==> config.mk <==
export PLATFORM = sky130hd
export DESIGN_NAME = spi_slave_port
export DESIGN_NICKNAME = d
export VERILOG_FILES = /design/src/rtl/spi_slave_port.sv
export SDC_FILE = /design/constraint.sdc
export NUM_CORES = 1
export LEC_CHECK = 0
export BUFFER_PORTS_ARGS = -buffer_cell sky130_fd_sc_hd__buf_2
export CORE_MARGIN = 1
export CORE_UTILIZATION = 62
export CTS_BUF_LIST = sky130_fd_sc_hd__clkbuf_8
export CTS_CLUSTER_DIAMETER = 80
export DETAILED_ROUTE_END_ITERATION = 6
export GPL_ROUTABILITY_DRIVEN = 0
export PLACE_DENSITY = 0.82
export SLEW_MARGIN = 20
export SYNTH_ARGS = -nofsm -noshare
export SYNTH_HDL_FRONTEND = slang
export SYNTH_SLANG_ARGS = --single-unit
==> constraint.sdc <==
create_clock -name clk_i -period 2.9 [get_ports clk_i]
set_clock_uncertainty 0.15 [all_clocks]
set_input_delay 0.58 -clock clk_i [delete_from_list [all_inputs] [get_ports clk_i]]
set_output_delay 0.58 -clock clk_i [all_outputs]
set_load 0.02 [all_outputs]
==> src/rtl/spi_slave_port.sv <==
// SPI mode-0 slave: oversampled pins, RX FIFO, one-entry TX holding register.
// Optional SPI_SLAVE_LSB_FIRST_EN shifts both directions LSB first.
module spi_slave_port #(
  parameter int          FIFO_DEPTH = 4,
  parameter logic [7:0]  IDLE_BYTE  = 8'hFF
) (
  input  logic       clk_i,
  input  logic       rst_i,
  input  logic       spi_sclk_i,
  input  logic       spi_ss_i,
  input  logic       spi_mosi_i,
  output logic       spi_miso_o,
  output logic       spi_miso_oe_o,
  output logic [7:0] rx_data_o,
  output logic       rx_valid_o,
  input  logic       rx_ready_i,
  input  logic [7:0] tx_data_i,
  input  logic       tx_valid_i,
  output logic       tx_ready_o,
  output logic       overrun_o,
  output logic       underrun_o,
  output logic       frame_err_o,
  input  logic       clr_flags_i
);

  localparam int AW = $clog2(FIFO_DEPTH);
  localparam logic [AW:0] PTR_ONE = 1;

  typedef enum logic [1:0] {
    S_IDLE,
    S_LOAD,
    S_SHIFT
  } state_t;

  state_t state, state_n;

  logic [2:0] sclk_q;
  logic [2:0] ss_q;
  logic [1:0] mosi_q;
  logic       sclk_rise, sclk_fall;
  logic       ss_rise, ss_fall;
  logic       mosi_s;

  logic [7:0] shift_rx, shift_tx;
  logic [2:0] bit_cnt;
  logic       byte_done;
  logic [7:0] hold;
  logic       hold_full;

  logic       miso_oe, tx_load, tx_shift, rx_shift, abort;
  logic [7:0] tx_src, rx_next, tx_next;
  logic       load_bit, shift_bit;

  logic [7:0] mem [FIFO_DEPTH];
  logic [AW:0] wr_ptr, rd_ptr, wr_n, rd_n;
  logic        full, pop, push_req, do_push, ovf;
  logic [7:0]  head_n;

  // Two-flop synchronisers plus one stage for edge detection
  always_ff @(posedge clk_i or posedge rst_i) begin
    if (rst_i) begin
      sclk_q <= 3'b000;
      ss_q   <= 3'b111;
      mosi_q <= 2'b00;
    end else begin
      sclk_q <= {sclk_q[1:0], spi_sclk_i};
      ss_q   <= {ss_q[1:0], spi_ss_i};
      mosi_q <= {mosi_q[0], spi_mosi_i};
    end
  end

  assign sclk_rise = sclk_q[1] & ~sclk_q[2];
  assign sclk_fall = ~sclk_q[1] & sclk_q[2];
  assign ss_rise   = ss_q[1] & ~ss_q[2];
  assign ss_fall   = ~ss_q[1] & ss_q[2];
  assign mosi_s    = mosi_q[1];

  assign tx_src = hold_full ? hold : IDLE_BYTE;

`ifdef SPI_SLAVE_LSB_FIRST_EN
  assign rx_next   = {mosi_s, shift_rx[7:1]};
  assign tx_next   = {1'b0, shift_tx[7:1]};
  assign load_bit  = tx_src[0];
  assign shift_bit = shift_tx[1];
`else
  assign rx_next   = {shift_rx[6:0], mosi_s};
  assign tx_next   = {shift_tx[6:0], 1'b0};
  assign load_bit  = tx_src[7];
  assign shift_bit = shift_tx[6];
`endif

  // State register
  always_ff @(posedge clk_i or posedge rst_i) begin
    if (rst_i) state <= S_IDLE;
    else       state <= state_n;
  end

  // Next-state logic; ss_rise wins over any SCLK edge
  always_comb begin
    state_n = state;
    unique case (state)
      S_IDLE:  if (ss_fall) state_n = S_LOAD;
      S_LOAD:  state_n = ss_rise ? S_IDLE : S_SHIFT;
      S_SHIFT: if (ss_rise) state_n = S_IDLE;
      default: state_n = S_IDLE;
    endcase
  end

  // Per-state strobes for the shift datapath
  always_comb begin
    miso_oe  = 1'b0;
    tx_load  = 1'b0;
    tx_shift = 1'b0;
    rx_shift = 1'b0;
    abort    = 1'b0;
    unique case (state)
      S_IDLE: ;
      S_LOAD: begin
        miso_oe = 1'b1;
        tx_load = 1'b1;
      end
      S_SHIFT: begin
        miso_oe = 1'b1;
        if (ss_rise) begin
          abort = 1'b1;
        end else begin
          rx_shift = sclk_rise;
          tx_load  = sclk_fall & byte_done;
          tx_shift = sclk_fall & ~byte_done;
        end
      end
      default: ;
    endcase
  end

  assign spi_miso_oe_o = miso_oe;

  // Shift registers, bit counter and frame error pulse
  always_ff @(posedge clk_i or posedge rst_i) begin
    if (rst_i) begin
      shift_rx    <= 8'h00;
      shift_tx    <= 8'h00;
      spi_miso_o  <= 1'b0;
      bit_cnt     <= 3'd0;
      byte_done   <= 1'b0;
      frame_err_o <= 1'b0;
    end else begin
      frame_err_o <= 1'b0;
      if (state == S_IDLE) begin
        bit_cnt    <= 3'd0;
        byte_done  <= 1'b0;
        spi_miso_o <= 1'b0;
      end
      if (abort) begin
        bit_cnt     <= 3'd0;
        byte_done   <= 1'b0;
        frame_err_o <= (bit_cnt != 3'd0);
      end
      if (rx_shift) begin
        shift_rx <= rx_next;
        if (bit_cnt == 3'd7) begin
          bit_cnt   <= 3'd0;
          byte_done <= 1'b1;
        end else begin
          bit_cnt <= bit_cnt + 3'd1;
        end
      end
      if (tx_load) begin
        shift_tx   <= tx_src;
        spi_miso_o <= load_bit;
        byte_done  <= 1'b0;
      end else if (tx_shift) begin
        shift_tx   <= tx_next;
        spi_miso_o <= shift_bit;
      end
    end
  end

  // TX holding register; a reload sees the content from before this cycle
  always_ff @(posedge clk_i or posedge rst_i) begin
    if (rst_i) begin
      hold      <= 8'h00;
      hold_full <= 1'b0;
    end else begin
      if (tx_load && hold_full) hold_full <= 1'b0;
      if (tx_valid_i && !hold_full) begin
        hold      <= tx_data_i;
        hold_full <= 1'b1;
      end
    end
  end

  assign tx_ready_o = ~hold_full;

  // Sticky error flags; a new event beats a clear
  always_ff @(posedge clk_i or posedge rst_i) begin
    if (rst_i) begin
      overrun_o  <= 1'b0;
      underrun_o <= 1'b0;
    end else begin
      if (ovf)              overrun_o <= 1'b1;
      else if (clr_flags_i) overrun_o <= 1'b0;
      if (tx_load && !hold_full) underrun_o <= 1'b1;
      else if (clr_flags_i)      underrun_o <= 1'b0;
    end
  end

  assign push_req = rx_shift & (bit_cnt == 3'd7);
  assign full     = (wr_ptr[AW] != rd_ptr[AW]) &&
                    (wr_ptr[AW-1:0] == rd_ptr[AW-1:0]);
  assign pop      = rx_ready_i & rx_valid_o;
  assign do_push  = push_req & (~full | pop);
  assign ovf      = push_req & full & ~pop;

  // Next pointers and next head, bypassing a byte written into the head slot
  always_comb begin
    wr_n = wr_ptr;
    rd_n = rd_ptr;
    if (do_push) wr_n = wr_ptr + PTR_ONE;
    if (pop)     rd_n = rd_ptr + PTR_ONE;
    head_n = mem[rd_n[AW-1:0]];
    if (do_push && (rd_n == wr_ptr)) head_n = rx_next;
  end

  // RX FIFO storage
  always_ff @(posedge clk_i) begin
    if (do_push) mem[wr_ptr[AW-1:0]] <= rx_next;
  end

  // RX FIFO pointers and registered head
  always_ff @(posedge clk_i or posedge rst_i) begin
    if (rst_i) begin
      wr_ptr     <= '0;
      rd_ptr     <= '0;
      rx_valid_o <= 1'b0;
      rx_data_o  <= 8'h00;
    end else begin
      wr_ptr     <= wr_n;
      rd_ptr     <= rd_n;
      rx_valid_o <= (wr_n != rd_n);
      if (wr_n != rd_n) rx_data_o <= head_n;
    end
  end

endmodule

Word level (Yosys, flattened, before mapping) --
Memories as Yosys holds them, arrays and structs flattened. Index checks and enable logic that the tools add are counted.
Word-level totals: flip-flop bits (word level) 56, memory bits (writable) 32, bits of input ports 16, output and inout port bits 15, logic and storage cells 106, memories 1
Cells by class: add/subtract/negate cells 3, eq/ne operators 9, muxes and demuxes 39, bitwise logic cells 20, reduce and logical (&&, ||, !) cells 16
Memories:
- mem | words 4, bits a word 8, rd ports 1, clocked after Yosys merged registers in 0, write ports 1, line 54 | logic [7:0] mem [FIFO_DEPTH];
Operator list (number):
- $mux 1 | 24
- $mux 3 | 6
- $mux 8 | 2
- $mux 7 | 2
- $and 1x1->1 | 11
- $add 3x1->3 const B | 3
- $reduce_bool 3->1 | 3
- $not 1->1 | 8
- $reduce_bool 2->1 | 4
- $mux 2 | 3
- $pmux 2 s3 | 1
- $logic_and 1x1->1 | 5
- $ne 2x2->1 const B | 2
- $eq 3x3->1 | 1
- $eq 3x3->1 const B | 1
- $ne 3x3->1 | 1
- $eq 2x1->1 const B | 1
- $eq 2x2->1 | 1
- $eq 2x2->1 const B | 1
- $logic_not 2->1 | 1
- $pmux 1 s2 | 1
- $reduce_and 2->1 | 1
- $reduce_or 2->1 | 1
- $logic_not 1->1 | 1
- other kinds (2) | 2

Depth between registers and ports, before layout --
depth after elaboration 8, gate-level depth with buffers 9, mapped depth without buffers 8

Worst setup path after synthesis --
No wires, ideal clock.
path type input-to-reg, from in rx_ready_i, to reg rx_data_o[0], library setup time 125 ps, arrival time 2182 ps, required time 2625 ps, path slack 443 ps, stages on the path 7, path buffers 1, cell sequence and2_0 > xnor2_2 > buf_6 > mux2i_1 > mux2i_1 > mux2_2 > mux2_2
On the way: longest elaborated chain between the ends 5, elaborated cells on any way between the ends 10, classes of those cells eq/ne (2); mux (3); bitwise (3); reduce/logical (1); memory (1)
RTL lines:
- from (decl) | line 16 | input logic rx_ready_i,
- $and 1x1->1 * | line 211 | assign pop = rx_ready_i & rx_valid_o;
- $or 1x1->1 or $mux 3 (tied branches) | line 212, 220
- $and 1x1->1 or $eq 3x3->1 (tied branches) | line 212, 222
- $mux 3 or $logic_and 1x1->1 (tied branches) | line 219, 222
- $ne 3x3->1 or $mux 8 (tied branches) | line 241, 222
- to (signal assigned) | line 241 | if (wr_n != rd_n) rx_data_o <= head_n;
- to (decl) | line 14 | output logic [7:0] rx_data_o,
Every way passes the cells marked *; elsewhere a longest branch is shown, timed or not. A chain may end at the register's enable or synchronous reset.

Worst setup path in the final report --
from reg bit_cnt[0], to reg rx_data_o[2]
On the way: longest elaborated chain between the ends 5, elaborated cells on any way between the ends 7, classes of those cells eq/ne (2); mux (2); bitwise (2); reduce/logical (1)
RTL lines:
- from (decl) | line 45 | logic [2:0] bit_cnt;
- from (signal assigned) | line 165 | bit_cnt <= bit_cnt + 3'd1;
- $eq 3x3->1 * | line 208 | assign push_req = rx_shift & (bit_cnt == 3'd7);
- $and 1x1->1 * | line 208
- $and 1x1->1 * | line 212 | assign do_push = push_req & (~full | pop);
- $mux 3 or $logic_and 1x1->1 (tied branches) | line 219, 222
- $ne 3x3->1 or $mux 8 (tied branches) | line 241, 222
Marks and branches as above.

==> flow_metrics.tcl <==
set metrics [dict create \
    period_minus_slack_ns 2.63 \
    max_stage_delay_ns 0.40 \
    p_leak_uw 0.00207 \
    yosysSeqAreaShare_pct 60.0 \
    synthXorXnorAreaFrac_pct 3.21 \
    fin_area_um2 4400 \
    die_w_um 81.7 \
    pin_count 31 \
    wl_per_cell_um 16.4 \
    synth_compound_area_share_pct 6.95 \
    r2r-start "bit_cnt[0]$_DFFE_PP0P_" \
    synth-simple-area-share_pct 9.84 \
    htree_levels 3 \
    dieArea_um2 6680 \
    cts_resized 0 \
    cts_tree "yes" \
    rsz0062_at_grt "false" \
    muxShareOfSynthArea_pct 13.2 \
    crit_chain "ha_1, ha_1, and3b_1, nand4b_1, o21ai_0, nor3_1, o21ai_4, mux2_2" \
    routed_via_density 5.61 \
    finalHoldViolCount 0 \
    critPathLaunchType "register" \
    critPathRequiredTime_ns 2.99 \
    rr_worst_depth 8 \
    dr.first_iter.drc_count 117 \
    crit_type "reg -> reg" \
    reg2reg_to "rx_data_o[2]$_DFFE_PP0P_" \
    final_cell_mix "dfrtp_1, edfxtp_1, buf_2, nand2_1, mux2i_1" \
    maxCapViolations 0 \
    cts_made_buffers 9 \
    max_freq_mhz 380 \
    p_per_area_nw_per_um2 711 \
    grt_antenna_before_repair 0 \
    synth_nets 325 \
    synth_top_flop_cell "dfrtp_1" \
    drv_slew 0 \
    drt.antenna.violating_nets 0 \
    n_antenna_cell 0 \
    cts_sinks 88 \
    synth_cell_types 48 \
    yosys_register_bits 88 \
    critical_path.most_common_cell "ha_1" \
    finalSetupTns_ns 0 \
    dpl.hpwl_um 4730 \
    grt_overflow 0 \
    cp_max_fo 9 \
    synth.cell_area_um2 3940 \
    area_delta_synth_final_pct 11.7 \
    clockBufferDepth 2 \
    endpoint_kind "register" \
    crit_arrival_ns 2.72 \
    yosysWarnings 0 \
    syn-instance-count 298 \
    reg2reg_slack_ns 0.27 \
    relSlewSlack_pct 45.2 \
    ctsHoldBuffers 0 \
    initial_core_util_pct 65.4 \
    clk_pin_slew_ns 0.09 \
    die_h_um 81.7 \
    drtPass1Iterations 4 \
    worstHoldPathType "in -> async" \
    first_global_vias 2339 \
    finalCritPeriodShare_pct 90.8 \
    synthAdderAreaFrac_pct 3.49 \
    place.port_buffers 30 \
    drc 0 \
    slowest_stage "dfrtp_1" \
    final_common_cell "dfrtp_1" \
    setup_viol 0 \
    async_reset_ff_share_pct 63.6 \
    drive_gt1_share_pct 26.5 \
    vias 2323 \
    tightestPinTransition_ns 0.821 \
    core_um2 6030 \
    cts.root.buffer_cell "clkbuf_8" \
    grtUsageTotal_pct 23.4 \
    post_cts_buffers 0 \
    outcome "completed" \
    max-vdd-ir-drop_mv 0.534 \
    synth_top_family_by_area "multiplexers" \
    grt_max_degree 33 \
    synth_edf_count 32 \
    fin_nets 361 \
    grt_first_pass_wirelength_um 11200 \
    syn_area_per_cell_um2 13.2 \
    clk_latency_ns 0.35 \
    place_area_um2 4190 \
    fp-row-count 28 \
    wirelength_um 6810 \
]
-- registers in the layout, indices dropped and copies added, names as in the netlist, 3 cells and up --
signal     cells
bit_cnt        3
hold           8
mem           32
rd_ptr         3
rx_data_o      8
sclk_q         3
shift_rx       7
shift_tx       7
ss_q           3
wr_ptr         3
-- through the flow --
step / hold slack, ns / power, µW / worst slack, ns / util (%) / cells
4_1_cts: 0.154 / 3150 / 0.264 / 73.0 / 414
5_1_grt: 0.142 / 3290 / 0.133 / 73.0 / 414
6_report: 0.145 / 3130 / 0.268 / 73.0 / 414
3_3_place_gp: 0.182 / 2230 / 0.0984 / 69.5 / 398
3_5_place_dp: 0.190 / 2270 / 0.0372 / 69.5 / 398
2_1_floorplan: 0.181 / 2090 / 0.443 / - / 298
-- per-layer routing --
layer	track usage, %	routed length [µm]	vias up	part of all wire (%)
met5	0	0	-	0
met4	8.25	85	0	1.2
met3	6.56	232	7	3.4
met2	38.5	3560	37	52
met1	29.8	2920	1148	43
li1	-	-	1131	-
-- critical path: cells and delay by family, from the launching register on --
family	cells	cell delay [ns]
fa+ha+maj	2	0.37
compound gates	2	0.72
flops	1	0.40
mux	1	0.39
simple gates	3	0.50
-- synthesized netlist by cell type (2+ instances only) --
master      n  share of area, %
o21ai_0    11               1.4
nand2_1    27               2.6
buf_2       4              0.51
nand4_1     2              0.32
a32o_1      2              0.51
nand3b_1    6               1.1
nor3_1      3              0.38
a21oi_1     4              0.51
mux2_2     24               6.9
nor2_1      7              0.67
and2_2      4              0.76
xnor2_1     6               1.3
edfxtp_1   32                24
o2bb2ai_1   2              0.44
a22o_1      2              0.44
xnor2_2     2              0.83
clkbuf_1    5              0.48
nand3_1     4              0.51
dfrtp_1    53                34
a31oi_1     2              0.32
o211ai_1    6               1.1
nor2b_1     4              0.63
xor2_1      2              0.44
ha_1       11               3.5
mux2i_1    25               6.3
inv_1      20               1.9
o21bai_1    2              0.38
dfstp_2     3               2.0
nand4b_1    2              0.44
nand2b_1    3              0.48
-- how the worst max path moves through the flow --
stage | start | to | slack, ns | cells after the start
floorplan | rx_ready_i | rx_data_o[0]$_DFFE_PP0P_ | 0.44 | 7
global placement | rx_ready_i | rx_data_o[2]$_DFFE_PP0P_ | 0.1 | 8
detailed placement | rx_ready_i | rx_data_o[2]$_DFFE_PP0P_ | 0.04 | 8
CTS | bit_cnt[0]$_DFFE_PP0P_ | rx_data_o[2]$_DFFE_PP0P_ | 0.26 | 8
global route | bit_cnt[0]$_DFFE_PP0P_ | rx_data_o[3]$_DFFE_PP0P_ | 0.13 | 8
finish | bit_cnt[0]$_DFFE_PP0P_ | rx_data_o[2]$_DFFE_PP0P_ | 0.27 | 8
-- where the power goes --
part	switching, µW	internal, µW	total (µW)	leakage (µW)
combinational	324	250	574	0.000945
clock	441	453	894	0.000111
sequential	149	1510	1660	0.00101
total	914	2210	3130	0.00207
-- cell type report --
cell class / instances / area [µm²]
clock buffers: 11 / 151
clock inverters: 5 / 60.1
fillers: 421 / 1630
inverters: 20 / 75.1
multi-input cells: 179 / 1450
flip-flops and latches: 88 / 2370
well taps: 75 / 93.8
repair buffers: 36 / 208
-- logic make-up (layout without fill, tap and decap cells) --
| family | after synthesis | in the layout |
|---|---|---|
| AO/OA/AOI/OAI | 38 | 38 |
| XOR/XNOR | 11 | 11 |
| adder cells (fa/ha/maj) | 11 | 11 |
| buffers and inverters | 31 | 72 |
| flip-flops | 88 | 88 |
| multiplexers | 49 | 49 |
| AND/OR/NAND/NOR | 70 | 70 |
Power figures use the tool's default switching activity.
